**src/rtl/instruction_prefetch_buffer.sv**
```systemverilog
// -----------------------------------------------------------------------------
// instruction_prefetch_buffer
//
// Fetch-side queue between the instruction memory port and decode. Owns the
// fetch address, issues one word read per cycle while there is room, holds
// the request steady across multi-cycle misses and buffers up to DEPTH
// {pc, instruction} pairs for decode under a valid/ready handshake. A
// redirect from execute flushes the queue and restarts fetch at the target.
//
// Optional build macro: PREFETCH_STATS_EN adds the statFetched/statFlushed
// counters and ports. Without it the block behaves identically, minus the
// counters.
// -----------------------------------------------------------------------------
module instruction_prefetch_buffer #(
    parameter int unsigned DEPTH    = 4,            // power of two, >= 2
    parameter logic [31:0] RESET_PC = 32'h0000_0000
) (
    input  logic        clk,
    input  logic        rst,
    // redirect from execute
    input  logic        redirect,
    input  logic [31:0] redirectTarget,
    // instruction memory port
    output logic        memReadEnable,
    output logic [31:0] memAddress,
    input  logic [31:0] memData,
    input  logic        memSuccess,
    // decode handshake
    output logic        outValid,
    output logic [31:0] outInstruction,
    output logic [31:0] outProgramCounter,
    input  logic        consumerReady
`ifdef PREFETCH_STATS_EN
    ,
    output logic [31:0] statFetched,
    output logic [31:0] statFlushed
`endif
);

    localparam int unsigned PTR_W = $clog2(DEPTH);
    localparam int unsigned CNT_W = $clog2(DEPTH + 1);
    localparam logic [CNT_W-1:0] FULL_COUNT = CNT_W'(DEPTH);

    // Fetch addresses are always word aligned, so only bits [31:2] are kept.
    // Incrementing the word address wraps 32'hFFFFFFFC to 0 for free.
    logic [29:0]      fetch_pc_q,  fetch_pc_d;
    logic [PTR_W-1:0] read_ptr_q,  read_ptr_d;
    logic [PTR_W-1:0] write_ptr_q, write_ptr_d;
    logic [CNT_W-1:0] count_q,     count_d;

    // Entry storage: word-aligned pc and the fetched instruction.
    logic [29:0] pc_mem_q    [DEPTH];
    logic [31:0] instr_mem_q [DEPTH];

    logic queue_full;
    logic queue_empty;
    logic push;
    logic pop;

    // Byte-offset bits of the redirect target carry no meaning here.
    logic unused_target_bits;
    assign unused_target_bits = ^redirectTarget[1:0];

    // -------------------------------------------------------------------------
    // Memory request and decode-side outputs
    // -------------------------------------------------------------------------
    assign queue_full  = (count_q == FULL_COUNT);
    assign queue_empty = (count_q == '0);

    // A full queue never requests, even if decode pops in the same cycle;
    // this keeps consumerReady out of the memory request path.
    assign memReadEnable = ~queue_full & ~redirect & ~rst;
    assign memAddress    = {fetch_pc_q, 2'b00};

    assign push = memReadEnable & memSuccess;

    assign outValid = ~queue_empty & ~redirect;
    assign pop      = outValid & consumerReady;

    // Head entry presented to decode; zeroes when nothing is buffered.
    always_comb begin
        // NOTE: every output of a combinational block gets a default first so
        // no path can leave it unassigned and infer a latch.
        outInstruction    = '0;
        outProgramCounter = '0;
        if (!queue_empty) begin
            outInstruction    = instr_mem_q[read_ptr_q];
            outProgramCounter = {pc_mem_q[read_ptr_q], 2'b00};
        end
    end

    // -------------------------------------------------------------------------
    // Next-state logic for fetch address, pointers and occupancy
    // -------------------------------------------------------------------------

    // Redirect flushes and retargets; otherwise apply push/pop independently.
    always_comb begin
        fetch_pc_d  = fetch_pc_q;
        read_ptr_d  = read_ptr_q;
        write_ptr_d = write_ptr_q;
        count_d     = count_q;

        if (redirect) begin
            // Any outstanding miss is abandoned; the first request at the
            // target goes out next cycle.
            fetch_pc_d  = redirectTarget[31:2];
            read_ptr_d  = '0;
            write_ptr_d = '0;
            count_d     = '0;
        end else begin
            if (push) begin
                write_ptr_d = write_ptr_q + PTR_W'(1);
                fetch_pc_d  = fetch_pc_q + 30'd1;
            end
            if (pop) begin
                read_ptr_d = read_ptr_q + PTR_W'(1);
            end
            case ({push, pop})
                2'b10:   count_d = count_q + CNT_W'(1);
                2'b01:   count_d = count_q - CNT_W'(1);
                default: count_d = count_q;
            endcase
        end
    end

    // -------------------------------------------------------------------------
    // State registers
    // -------------------------------------------------------------------------

    // Control state: synchronous reset, which also overrides a redirect.
    always_ff @(posedge clk) begin
        // NOTE: sequential state uses non-blocking assignments so every
        // register samples the pre-edge values, independent of block order.
        if (rst) begin
            fetch_pc_q  <= RESET_PC[31:2];
            read_ptr_q  <= '0;
            write_ptr_q <= '0;
            count_q     <= '0;
        end else begin
            fetch_pc_q  <= fetch_pc_d;
            read_ptr_q  <= read_ptr_d;
            write_ptr_q <= write_ptr_d;
            count_q     <= count_d;
        end
    end

    // Entry storage: written on push only.
    always_ff @(posedge clk) begin
        // NOTE: the entry arrays are deliberately not reset; count_q gates
        // every read, so stale contents are never observed and the storage
        // can map onto plain RAM/flops without a reset network.
        if (push) begin
            pc_mem_q[write_ptr_q]    <= fetch_pc_q;
            instr_mem_q[write_ptr_q] <= memData;
        end
    end

`ifdef PREFETCH_STATS_EN
    // -------------------------------------------------------------------------
    // Fetch statistics
    // -------------------------------------------------------------------------
    logic [31:0] stat_fetched_q, stat_fetched_d;
    logic [31:0] stat_flushed_q, stat_flushed_d;

    // Count pushed words and the entries thrown away by each redirect.
    always_comb begin
        stat_fetched_d = stat_fetched_q + (push ? 32'd1 : 32'd0);
        stat_flushed_d = stat_flushed_q;
        if (redirect) begin
            stat_flushed_d = stat_flushed_q + 32'(count_q);
        end
    end

    // Statistics registers, cleared by reset and free-running modulo 2^32.
    always_ff @(posedge clk) begin
        if (rst) begin
            stat_fetched_q <= '0;
            stat_flushed_q <= '0;
        end else begin
            stat_fetched_q <= stat_fetched_d;
            stat_flushed_q <= stat_flushed_d;
        end
    end

    assign statFetched = stat_fetched_q;
    assign statFlushed = stat_flushed_q;
`endif

endmodule
```
**config.mk**
```make
export PLATFORM = sky130hd
export DESIGN_NAME = instruction_prefetch_buffer
export DESIGN_NICKNAME = d
export VERILOG_FILES = /design/src/rtl/instruction_prefetch_buffer.sv
export SDC_FILE = /design/constraint.sdc
export NUM_CORES = 1
export LEC_CHECK = 0
export BUFFER_PORTS_ARGS = -buffer_cell sky130_fd_sc_hd__buf_2
export CAP_MARGIN = 40
export CORE_ASPECT_RATIO = 0.9
export CORE_MARGIN = 4
export CORE_UTILIZATION = 57
export CTS_BUF_LIST = sky130_fd_sc_hd__clkbuf_16
export CTS_CLUSTER_SIZE = 24
export DETAILED_ROUTE_END_ITERATION = 10
export PLACE_DENSITY_LB_ADDON = 0.2
export SKIP_CTS_REPAIR_TIMING = 1
export SLEW_MARGIN = 20
export SYNTH_ARGS = -nofsm -noshare
export SYNTH_HDL_FRONTEND = slang
export SYNTH_SLANG_ARGS = --single-unit
```
**constraint.sdc**
```tcl
create_clock -name clk -period 4 [get_ports clk]
set_input_delay 0.8 -clock clk [delete_from_list [all_inputs] [get_ports clk]]
set_output_delay 0.8 -clock clk [all_outputs]
set_load 0.02 [all_outputs]
```
==> out/summary.txt <==
Largest family of logic cells by synthesized area -> multiplexers
Crit path cell chain -> buf_4 -> mux4_2 -> and2_1 -> buf_2
Cell Area, Synth -> 11,800 sq um
Share of total power in sequential cells -> 55.8%
Worst slew pin tran -> 0.642 ns
Kind of critical path -> flip-flop to output pin
Root Driver -> clkbuf_16
CP required -> 3.20 ns
FMAX -> 0.306 GHz
Clk_skew -> 0.0103 ns
FILL cells -> 1,347
P per Cell Area -> 438 nW/um^2
Status -> finished, final reports clean
DR WL/cell -> 22.1 um
Vias -> 7,026
Total Routing Usage GR -> 21.9%
Comb power frac -> 4.6%
Worst path buffer plus inverter count -> 2
# H-tree levels -> 1
GPL Wtd Cong -> 0.894
Register area share after synthesis -> 69.8%
TritonRoute pass-1 iters -> 5
Switch share -> 21.7%
Slew HR -> 56.8%
Synth Area in Adders -> 0.807%
Synth Instances -> 703
Sw Pwr -> 0.00131 W
Die area -> 23,000 sq um
Largest net degree at the start of global routing -> 49
Post-synthesis compound-gate area fraction -> 4.15%
Int Pwr -> 0.00473 W
Startpoint class of the critical path -> flip-flop
Final Hold Fails -> 0
Max clock buf depth -> 3
Synth area leaders -> edfxtp_1, mux4_2, dfxtp_1, and2_1, clkbuf_1
CP top delay family -> flip-flops
CTS Sinks -> 287
MaxCap Viol Count -> 0
Vias in the first global route -> 7,061
DIE WIDTH -> 160 um
Post-synth cell types -> 53
Worst skew pair latency -> 0.53 ns
Mux contribution to synthesized area -> 11.9%
Final setup viols -> 0
Worst hold stages -> 1
GR Overflow Total -> 0
Tmin final -> 3.27 ns
Worst-case reg-to-reg path depth -> 10
# rows -> 49
Layout cells sized above 1 -> 33.2%
Worst hold path class -> input port to flip-flop
Antenna-violating nets left -> 0
Initial antenna violation count -> 0
Fin Hold WS -> 0.481 ns
Worst EP arrival -> 2.47 ns
First-pass GRT wire length -> 39.6 mm
Critical Path End Type -> output pin
Final setup TNS -> 0 ns
Initial Util -> 58.4%
CTS tree -> done
Hpwl dp -> 16.0 mm
Port Buffer Count -> 160
Total core area -> 20,200 sq um
Vias per inst -> 6.13
Initial DRC count -> 697
Final Max Tran Viols -> 0
Clock power share -> 39.6%
Synthesized flop and latch total -> 287
# DRC -> 0
Die Span Y -> 144 um
Area leader, netlist -> edfxtp_1
Worst-path clk slew -> 0.06 ns
Syn Area/Cell -> 16.8 sq um
Area Growth Syn to Fin -> 17.0%
Inserted Clock Buffers -> 29
Leakage -> 4.88 nW
VDD IR-drop max -> 0.000413 V
Post-synthesis simple-gate area fraction -> 10.3%
Post-Synth XOR/XNOR Area -> 0.818%
Period utilization -> 81.8%
Share of the synthesized area in the top cell type -> 63.2%
Number of I/O pins -> 167
CP Max Fanout -> 26
Unrepaired setup endpoints after global routing -> no
Fin nets -> 944
N_diodes -> 0
CP max stage cell -> dfxtp_4
Final wirelength -> 25.3 mm
WP depth -> 4
Max incr delay on CP -> 0.71 ns
Synth Warn # -> 0
==> Yosys cell counts (all sizes together) <==
| library cell | count |
|---|---|
| nor4 | 5 |
| xor2 | 6 |
| or2 | 1 |
| o41a | 1 |
| nor3 | 7 |
| and4 | 4 |
| a31oi | 9 |
| buf | 12 |
| a211o | 1 |
| nor4b | 1 |
| or3b | 2 |
| o41ai | 1 |
| nor3b | 3 |
| or3 | 10 |
| o211ai | 9 |
| and2 | 74 |
| o311a | 1 |
| clkbuf | 34 |
| nor2 | 30 |
| a311oi | 8 |
| a2111oi | 2 |
| xnor2 | 5 |
| dfxtp | 39 |
| nand4 | 11 |
| nor2b | 3 |
| or4 | 10 |
| nand3 | 13 |
| o21ai | 5 |
| a21o | 1 |
| nand2 | 24 |
| a221oi | 1 |
| conb | 1 |
| a211oi | 6 |
| a21oi | 8 |
| edfxtp | 248 |
| o31ai | 4 |
| mux4 | 62 |
| inv | 16 |
| ha | 6 |
| fa | 1 |
| a311o | 2 |
| o31a | 2 |
| and3 | 5 |
| or4b | 4 |
| o311ai | 5 |
==> layout make-up <==
| class | count | area [sq um] | share of cell area [%] |
|---|---|---|---|
| Tap cell | 255 | 319 | 2.31 |
| Inverter | 16 | 60.1 | 0.436 |
| Clock buffer | 29 | 726 | 5.27 |
| Sequential cell | 287 | 8240 | 59.7 |
| Clock inverter | 25 | 119 | 0.862 |
| Timing Repair Buffer | 177 | 1010 | 7.33 |
| Multi-Input combinational cell | 357 | 3310 | 24.0 |
==> power groups by stage <==
stage,Clock [W],Combinational [W],Sequential [W]
after floorplan,0,0.000136,0.00343
after global placement,0,0.000265,0.00342
after detailed placement,0,0.000277,0.00343
after CTS,0.00243,0.000278,0.00337
after global routing,0.00256,0.000302,0.00338
final,0.00239,0.000278,0.00337
==> sequential cells by signal, indices dropped and copies added (netlist names), named ones only <==
name	flops
fetch_pc_q	30
pc_mem_q	120
instr_mem_q	128
write_ptr_q	2
count_q	3
read_ptr_q	2
==> per-stage QoR <==
stage	setup WS (ns)	power, W	utilization (%)	instances	area (sq um)
after floorplan	0.266	0.00357	-	706	11800
after global placement	1.05	0.00369	64.0	1090	12900
after detailed placement	0.925	0.00371	64.1	1091	12900
after CTS	0.655	0.00607	68.3	1145	13800
after global routing	0.552	0.00624	68.3	1146	13800
final	0.729	0.00604	68.3	1146	13800
==> kinds of logic after synthesis <==
group / Yosys count
compound gates: 66
mux: 62
other cells: 1
flops: 287
simple gates: 207
buf+inv: 62
xor+xnor: 11
fa+ha+maj: 7
==> path summary, 6_finish.rpt <==
path / startpoint / endpoint / slack [ns]
setup / recovery: flip-flop / outProgramCounter[15] / 0.73
hold / removal: memData[8] / instr_mem_q[0][8]$_DFFE_PP_ / 0.48
setup reg to reg: count_q[2]$_SDFFE_PP0P_ / count_q[2]$_SDFFE_PP0P_ / 1.51
hold reg to reg: write_ptr_q[1]$_SDFFE_PP0P_ / write_ptr_q[1]$_SDFFE_PP0P_ / 0.53
==> metal layers <==
layer / track usage (%) / share of wire, %
met1: 31.2 / 41
met3: 3.93 / 7.5
met4: 5.30 / 1.9
met2: 36.2 / 49
met5: 0 / 0
==> worst reg2reg max path: cells and delay by family (launching register included) <==
family                     cells  cell delay, ns
xor gates and xnor gates       1            0.16
adders and majority gates      2            0.61
AOI/OAI and AO/OA              1            0.16
and+or+nand+nor                3            0.66
buffers and inverters          3            0.45
DFF                            1            0.38
==> placed cells by master (no fill, tap or decap), drive strengths merged, types with 6 or more instances in the layout <==
master	count
a211oi	6
buf	177
clkbuf	29
a311oi	8
a31oi	9
a21oi	8
o211ai	9
clkinv	14
ha	6
nor3	7
nand4	11
or4	10
and2	74
xor2	6
dfxtp	39
nand3	13
or3	10
nor2	30
edfxtp	248
inv	27
mux4	62
nand2	24
(Power assumes the default switching activity.)
